`config.mk`:
```
export PLATFORM = sky130hd
export DESIGN_NAME = uart_receiver
export DESIGN_NICKNAME = d
export VERILOG_FILES = /design/src/rtl/uart_pkg.sv /design/src/rtl/uart_receiver.sv
export SDC_FILE = /design/constraint.sdc
export NUM_CORES = 1
export LEC_CHECK = 0
export CORE_AREA = 2 2 69 71
export CTS_CLUSTER_DIAMETER = 50
export DETAILED_ROUTE_END_ITERATION = 8
export DIE_AREA = 0 0 71 73
export PLACE_DENSITY = 0.52
export REMOVE_ABC_BUFFERS = 1
export SLEW_MARGIN = 10
export SYNTH_ARGS = -nofsm -noshare
export SYNTH_HDL_FRONTEND = slang
export SYNTH_SLANG_ARGS = --single-unit
```
`constraint.sdc`:
```
create_clock -name clk -period 1.8 [get_ports clk]
set_input_delay 0.27 -clock clk [delete_from_list [all_inputs] [get_ports clk]]
set_output_delay 0.27 -clock clk [all_outputs]
set_load 0.01 [all_outputs]
```
`src/rtl/uart_pkg.sv`:
```
// Shared UART definitions: receiver/transmitter state encoding and default frame timing.
package uart_pkg;

  typedef enum logic [1:0] {
    IDLE  = 2'b00,
    START = 2'b01,
    DATA  = 2'b10,
    STOP  = 2'b11
  } uart_state_t;

  localparam int DEF_DBIT    = 8;
  localparam int DEF_OVS     = 16;
  localparam int DEF_SB_TICK = 16;

endpackage

```
`src/rtl/uart_receiver.sv`:
```
// 8N1 UART receiver with OVS-times oversampling: samples each bit at its midpoint
// and presents the assembled byte with a one-clock done strobe.
module uart_receiver
  import uart_pkg::*;
#(
  parameter int DBIT    = DEF_DBIT,
  parameter int SB_TICK = DEF_SB_TICK,
  parameter int OVS     = DEF_OVS
) (
  input  logic            clk,
  input  logic            reset,
  input  logic            reciever,
  input  logic            s_tick,
  output logic            r_done_tick,
  output logic [DBIT-1:0] data_out
);

  localparam int S_MAX = (OVS > SB_TICK) ? OVS : SB_TICK;
  localparam int S_W   = $clog2(S_MAX);
  localparam int N_W   = (DBIT > 1) ? $clog2(DBIT) : 1;

  uart_state_t     state, state_n;
  logic [S_W-1:0]  s, s_n;
  logic [N_W-1:0]  n, n_n;
  logic [DBIT-1:0] b, b_n;
  logic [DBIT-1:0] data_n;
  logic            done_n;
  logic            rx_p0, rx_p1;
  logic            rx;

  // Stage p0/p1: two-flop synchroniser; reset to the idle-high line level
  always_ff @(posedge clk or negedge reset) begin
    if (!reset) begin
      rx_p0 <= 1'b1;
      rx_p1 <= 1'b1;
    end else begin
      rx_p0 <= reciever;
      rx_p1 <= rx_p0;
    end
  end

  assign rx = rx_p1;

  always_ff @(posedge clk or negedge reset) begin
    if (!reset) begin
      state       <= IDLE;
      s           <= '0;
      n           <= '0;
      b           <= '0;
      data_out    <= '0;
      r_done_tick <= 1'b0;
    end else begin
      state       <= state_n;
      s           <= s_n;
      n           <= n_n;
      b           <= b_n;
      data_out    <= data_n;
      r_done_tick <= done_n;
    end
  end

  always_comb begin
    state_n = state;
    s_n     = s;
    n_n     = n;
    b_n     = b;
    data_n  = data_out;
    done_n  = 1'b0;
    case (state)
      IDLE: begin
        if (!rx) begin
          state_n = START;
          s_n     = '0;
        end
      end
      START: begin
        if (s_tick) begin
          // Half a bit in: confirm the start bit is still low, else treat as a glitch
          if (s == S_W'(OVS / 2 - 1)) begin
            if (!rx) begin
              state_n = DATA;
              s_n     = '0;
              n_n     = '0;
            end else begin
              state_n = IDLE;
            end
          end else begin
            s_n = s + S_W'(1);
          end
        end
      end
      DATA: begin
        if (s_tick) begin
          if (s == S_W'(OVS - 1)) begin
            b_n = {rx, b[DBIT-1:1]};
            s_n = '0;
            if (n == N_W'(DBIT - 1)) state_n = STOP;
            else                     n_n     = n + N_W'(1);
          end else begin
            s_n = s + S_W'(1);
          end
        end
      end
      STOP: begin
        if (s_tick) begin
          // Stop level is deliberately not checked; the byte is delivered regardless
          if (s == S_W'(SB_TICK - 1)) begin
            data_n  = b;
            done_n  = 1'b1;
            state_n = IDLE;
          end else begin
            s_n = s + S_W'(1);
          end
        end
      end
      default: state_n = IDLE;
    endcase
  end

endmodule

```
* Word-level counts from Yosys, hierarchy flattened
Cells that the tools add are included.
Storage, ports and cells: register bits 28, input port bits 4, output and inout bits 9, word-level logic and storage cells 62
Operators by class: $add $sub $neg 2, equality and inequality tests 17, multiplexer cells 28, reductions and logical operators 7
Operators with widths (count):
- 4-bit two-way mux | 7
- 2-bit inequality test (second input constant) | 11
- 2-bit two-way mux | 9
- 3-bit two-way mux | 6
- 4-bit case mux with 4 select lines | 1
- 2-bit case mux with 4 select lines | 1
- 8-bit AND reduction | 1
- 7-bit AND reduction | 1
- 3-bit case mux with 2 select lines | 1
- 3-bit AND reduction | 2
- 4-bit by 1-bit adder with 4-bit output (second input constant) | 1
- 2-bit equality test (second input constant) | 2
- 4-bit by 3-bit equality test with 1-bit output (second input constant) | 1
- 4-bit equality test (second input constant) | 1
- 4-bit AND reduction | 1
- 3-bit by 1-bit adder with 3-bit output (second input constant) | 1
- 3-bit equality test (second input constant) | 1
- 1-bit two-way mux | 3
- 2-bit by 1-bit equality test with 1-bit output (second input constant) | 1
- 2-bit zero test | 1
- 2-bit nonzero test | 1

* Depth between registers and ports, before layout
word-level depth 5, depth in mapped cells 5, depth with buffers taken out 5

* Worst setup path before layout
OpenSTA, ideal clock, no wires.
path kind reg2reg, from reg s[0], to reg s[3], setup time 0.087 ns, data arrival time 1.512 ns, data required time 1.713 ns, path slack 0.201 ns, cell stages (with the launch flop) 6, path buffers 0, period minus slack after synthesis 1.599 ns, cells stage by stage dfrtp_1 ha_1 and4_4 a2111oi_2 a21oi_1 o211ai_1
On the way: longest elaborated chain between the ends 4, elaborated cells between the ends (all ways) 12, classes of those cells add/sub: 1; eq/ne: 3; mux: 7; reduce/logical: 1
Ends and longest elaborated chain:
- start, declared | RTL line uart_receiver.sv:23 | logic [S_W-1:0] s, s_n;
- start signal, assigned | RTL line uart_receiver.sv:54 | s <= s_n;
- 4-bit by 1-bit adder with 4-bit output (tied with other cells) | RTL line uart_receiver.sv:88, uart_receiver.sv:100, uart_receiver.sv:112
- 4-bit two-way mux (on tied branches) | RTL line uart_receiver.sv:107, uart_receiver.sv:94, uart_receiver.sv:79
- 4-bit two-way mux (on tied branches) | RTL line uart_receiver.sv:105, uart_receiver.sv:93, uart_receiver.sv:77
- 4-bit case mux with 4 select lines | RTL line uart_receiver.sv:69 | case (state)
Parallel ways exist; a longest one is shown, timed or not. The select of a mux whose other input is x is not followed. A chain may end at the register's enable or synchronous reset.

* Worst setup path in the final report
from reg s[0], to reg data_out[6]
On the way: longest elaborated chain between the ends 2
Ends and longest elaborated chain:
- 4-bit equality test | RTL line uart_receiver.sv:107 | if (s == S_W'(SB_TICK - 1)) begin
- 3-bit AND reduction (no line)
- end signal, assigned | RTL line uart_receiver.sv:57 | data_out <= data_n;
- end, declared | RTL line uart_receiver.sv:15 | output logic [DBIT-1:0] data_out
No other way between the ends.

==> qor.txt <==
Post-Syn Area - 1270 sq um
detailed-route via count - 798
Tmin final - 1690 ps
antenna violation net count after detailed routing - 0
Area Overhead vs Synth - 25.4%
CP startpoint kind - flop
Pint - 1.20 mW
slowest cell on the critical path - dfrtp_1
Peak VDD IR - 501 uV
Syn Inst Count - 97
Vias per Instance - 4.69
Max Clk Rate - 591 MHz
asr flop ratio synth - 1.00
Slew Limit Headroom - 0.703
Placed Area - 1490 sq um
WL per Instance - 13.3 um
Worst R2R Setup Slack - 110 ps
RSZ-0062 raised after global routing - false
TritonCTS Buffers - 3
drt pass-1 iters - 4
synth cell count leaders - dfrtp_1, mux2_2, nand2_1, nor2_1
nets@finish - 124
Gate power share - 0.233
Final Hold Viols - 0
Clock Skews - 0.940 ps
Post-DP HPWL - 1550 um
# Max-Cap Violations - 0
final WL - 2270 um
Placer Congestion - 0.749
worst path bufs/invs - 1
antenna cells - 0
largest net degree at the start of global routing - 29
clock root cell - clkbuf_8
register area share after synthesis - 0.552
ys flop type - dfrtp_1
critical path endpoint category - flop
Port Buffers - 12
multi-input logic area - 563 sq um
DIE WIDTH - 71 um
first-pass GRT wire length - 3940 um
critical path arrival - 1860 ps
Final Cycle Share - 0.941
Tot GR Track Use - 0.0958
FF+latch area - 703 sq um
Core Area - 4540 sq um
Setup TNS - 0 ps
crit path cell chain - ha_2 -> and2_4 -> nand3_2 -> nor2_4 -> buf_12 -> mux2_2
cell row count - 25
Worst Tran Pin Value - 445 ps
fraction of layout cells with a size suffix above 1 - 0.336
vias in the first global route - 863
Ys Warns - 0
largest fanout on the critical path - 9
Flop pwr share - 0.483
most common cell in the netlist - dfrtp_1
Die Area - 5180 sq um
initial antenna violation count - 0
post-layout util - 0.353
family with the most delay on the worst path - simple AND/OR/NAND/NOR gates
CTS tree - yes
LEAKAGE - 0.736 nW
hold crit path type - reg2reg
Worst Path Required - 1960 ps
Filler Cell Count - 441
Chip Height - 73 um
clock latency at the later pin of the worst-skew pair - 270 ps
initial core utilization - 0.281
post-synthesis register bit count - 28
Post-synth EDFFs - 0
Final setup viols - 0
Sw Ratio - 0.301
WS Path Type - reg2reg
Post-Syn Area per Cell - 13.1 sq um
clock buffer depth - 2
H-Tree Depth - 1
Clock power frac - 0.284
PwrDens - 1070 nW/um^2
Area contributors post-synth - dfrtp_1, mux2_2, dfstp_2, ha_1, nor3b_1
outcome - complete, no violations
grt total ovfl - 0
DRT iter0 DRCs - 21
Psw - 515 uW
Final Max Slew Viols - 0
max incr delay on CP - 390 ps
Netlist cell types - 34
CTS Sinks - 28
post-synth top area share - 0.510
Residual DRC - 0
Hold Slack - 360 ps
Final Instance Area - 1600 sq um
Reg clk slew, reported paths - 90 ps
I/O pin count - 13
Synth area leader - dfrtp_1
==> flip-flops by register name (all words and copies together) (netlist names), named ones only <==
register / cells
b: 8
rx_p0: 1
r_done_tick: 1
n: 3
data_out: 8
rx: 1
s: 4
state: 1
==> metal layers <==
layer  global-route usage  vias up  part of all wire
met5                    0        -                 0
met4               0.0210        0            0.0057
met3               0.0290        2             0.049
met2                0.164       14              0.46
met1                0.120      389              0.48
li1                     -      393                 -
==> cell usage in the layout, fill, tap and decap left out, types with 3 or more instances in the layout <==
| cell | count |
|---|---|
| nand3_1 | 3 |
| inv_1 | 3 |
| nand2_1 | 4 |
| dfrtp_1 | 26 |
| nor3b_1 | 3 |
| clkdlybuf4s50_1 | 12 |
| mux2_2 | 20 |
| buf_4 | 3 |
| nor2_1 | 4 |
| clkbuf_8 | 3 |
==> timing repair <==
action	in CTS	in global routing
setup endpoints to repair	0	11
resized for setup	0	2
hold buffers	0	0
setup buffers	0	1
==> worst paths after layout <==
| check | endpoint | startpoint | depth (start not counted) |
|---|---|---|---|
| worst max-delay path | data_out[6]$_DFFE_PN0P_ | s[0]$_DFFE_PN0P_ | 6 |
| max in group asynchronous | rx$_DFF_PN1_ | reset | 2 |
| min in group asynchronous | state[0]$_DFFE_PN0P_ | reset | 2 |
| worst max register to register | data_out[6]$_DFFE_PN0P_ | s[0]$_DFFE_PN0P_ | 6 |
| worst min-delay path | rx$_DFF_PN1_ | rx_p0$_DFF_PN1_ | 0 |
| worst min register to register | rx$_DFF_PN1_ | rx_p0$_DFF_PN1_ | 0 |
==> cells by family (layout without fill, tap and decap cells) <==
| family | after synthesis | in the layout | share of synthesized area |
|---|---|---|---|
| and+or+nand+nor | 27 | 27 | 0.137 |
| AOI/OAI and AO/OA | 14 | 14 | 0.0864 |
| muxes | 20 | 20 | 0.177 |
| buffers and inverters | 5 | 24 | 0.0186 |
| DFF | 28 | 28 | 0.552 |
| adders and majority gates | 3 | 3 | 0.0294 |
==> power groups by stage <==
stage | logic (mW) | registers (mW) | clock network (mW)
finish | 0.399 | 0.827 | 0.486
global route | 0.455 | 0.844 | 0.529
CTS | 0.385 | 0.825 | 0.509
detailed placement | 0.382 | 0.838 | 0
global placement | 0.377 | 0.837 | 0
floorplan | 0.272 | 0.819 | 0
==> stage by stage <==
stage | power (mW) | std cells | worst slack [ps]
after CTS | 1.72 | 169 | 26.7
after global placement | 1.21 | 165 | 7.45
after global routing | 1.83 | 170 | 31.0
final | 1.71 | 170 | 107
after detailed placement | 1.22 | 165 | -6.79
after floorplan | 1.09 | 95 | 201
==> layout make-up <==
class / count / share of cell area
clock buffer: 3 / 0.0258
sequential: 28 / 0.440
tap: 54 / 0.0423
inverter: 3 / 0.00704
timing repair buffer: 17 / 0.114
multi-input combinational: 64 / 0.352
clock inverter: 1 / 0.0188
No activity file was read; power rests on OpenSTA's default activity.
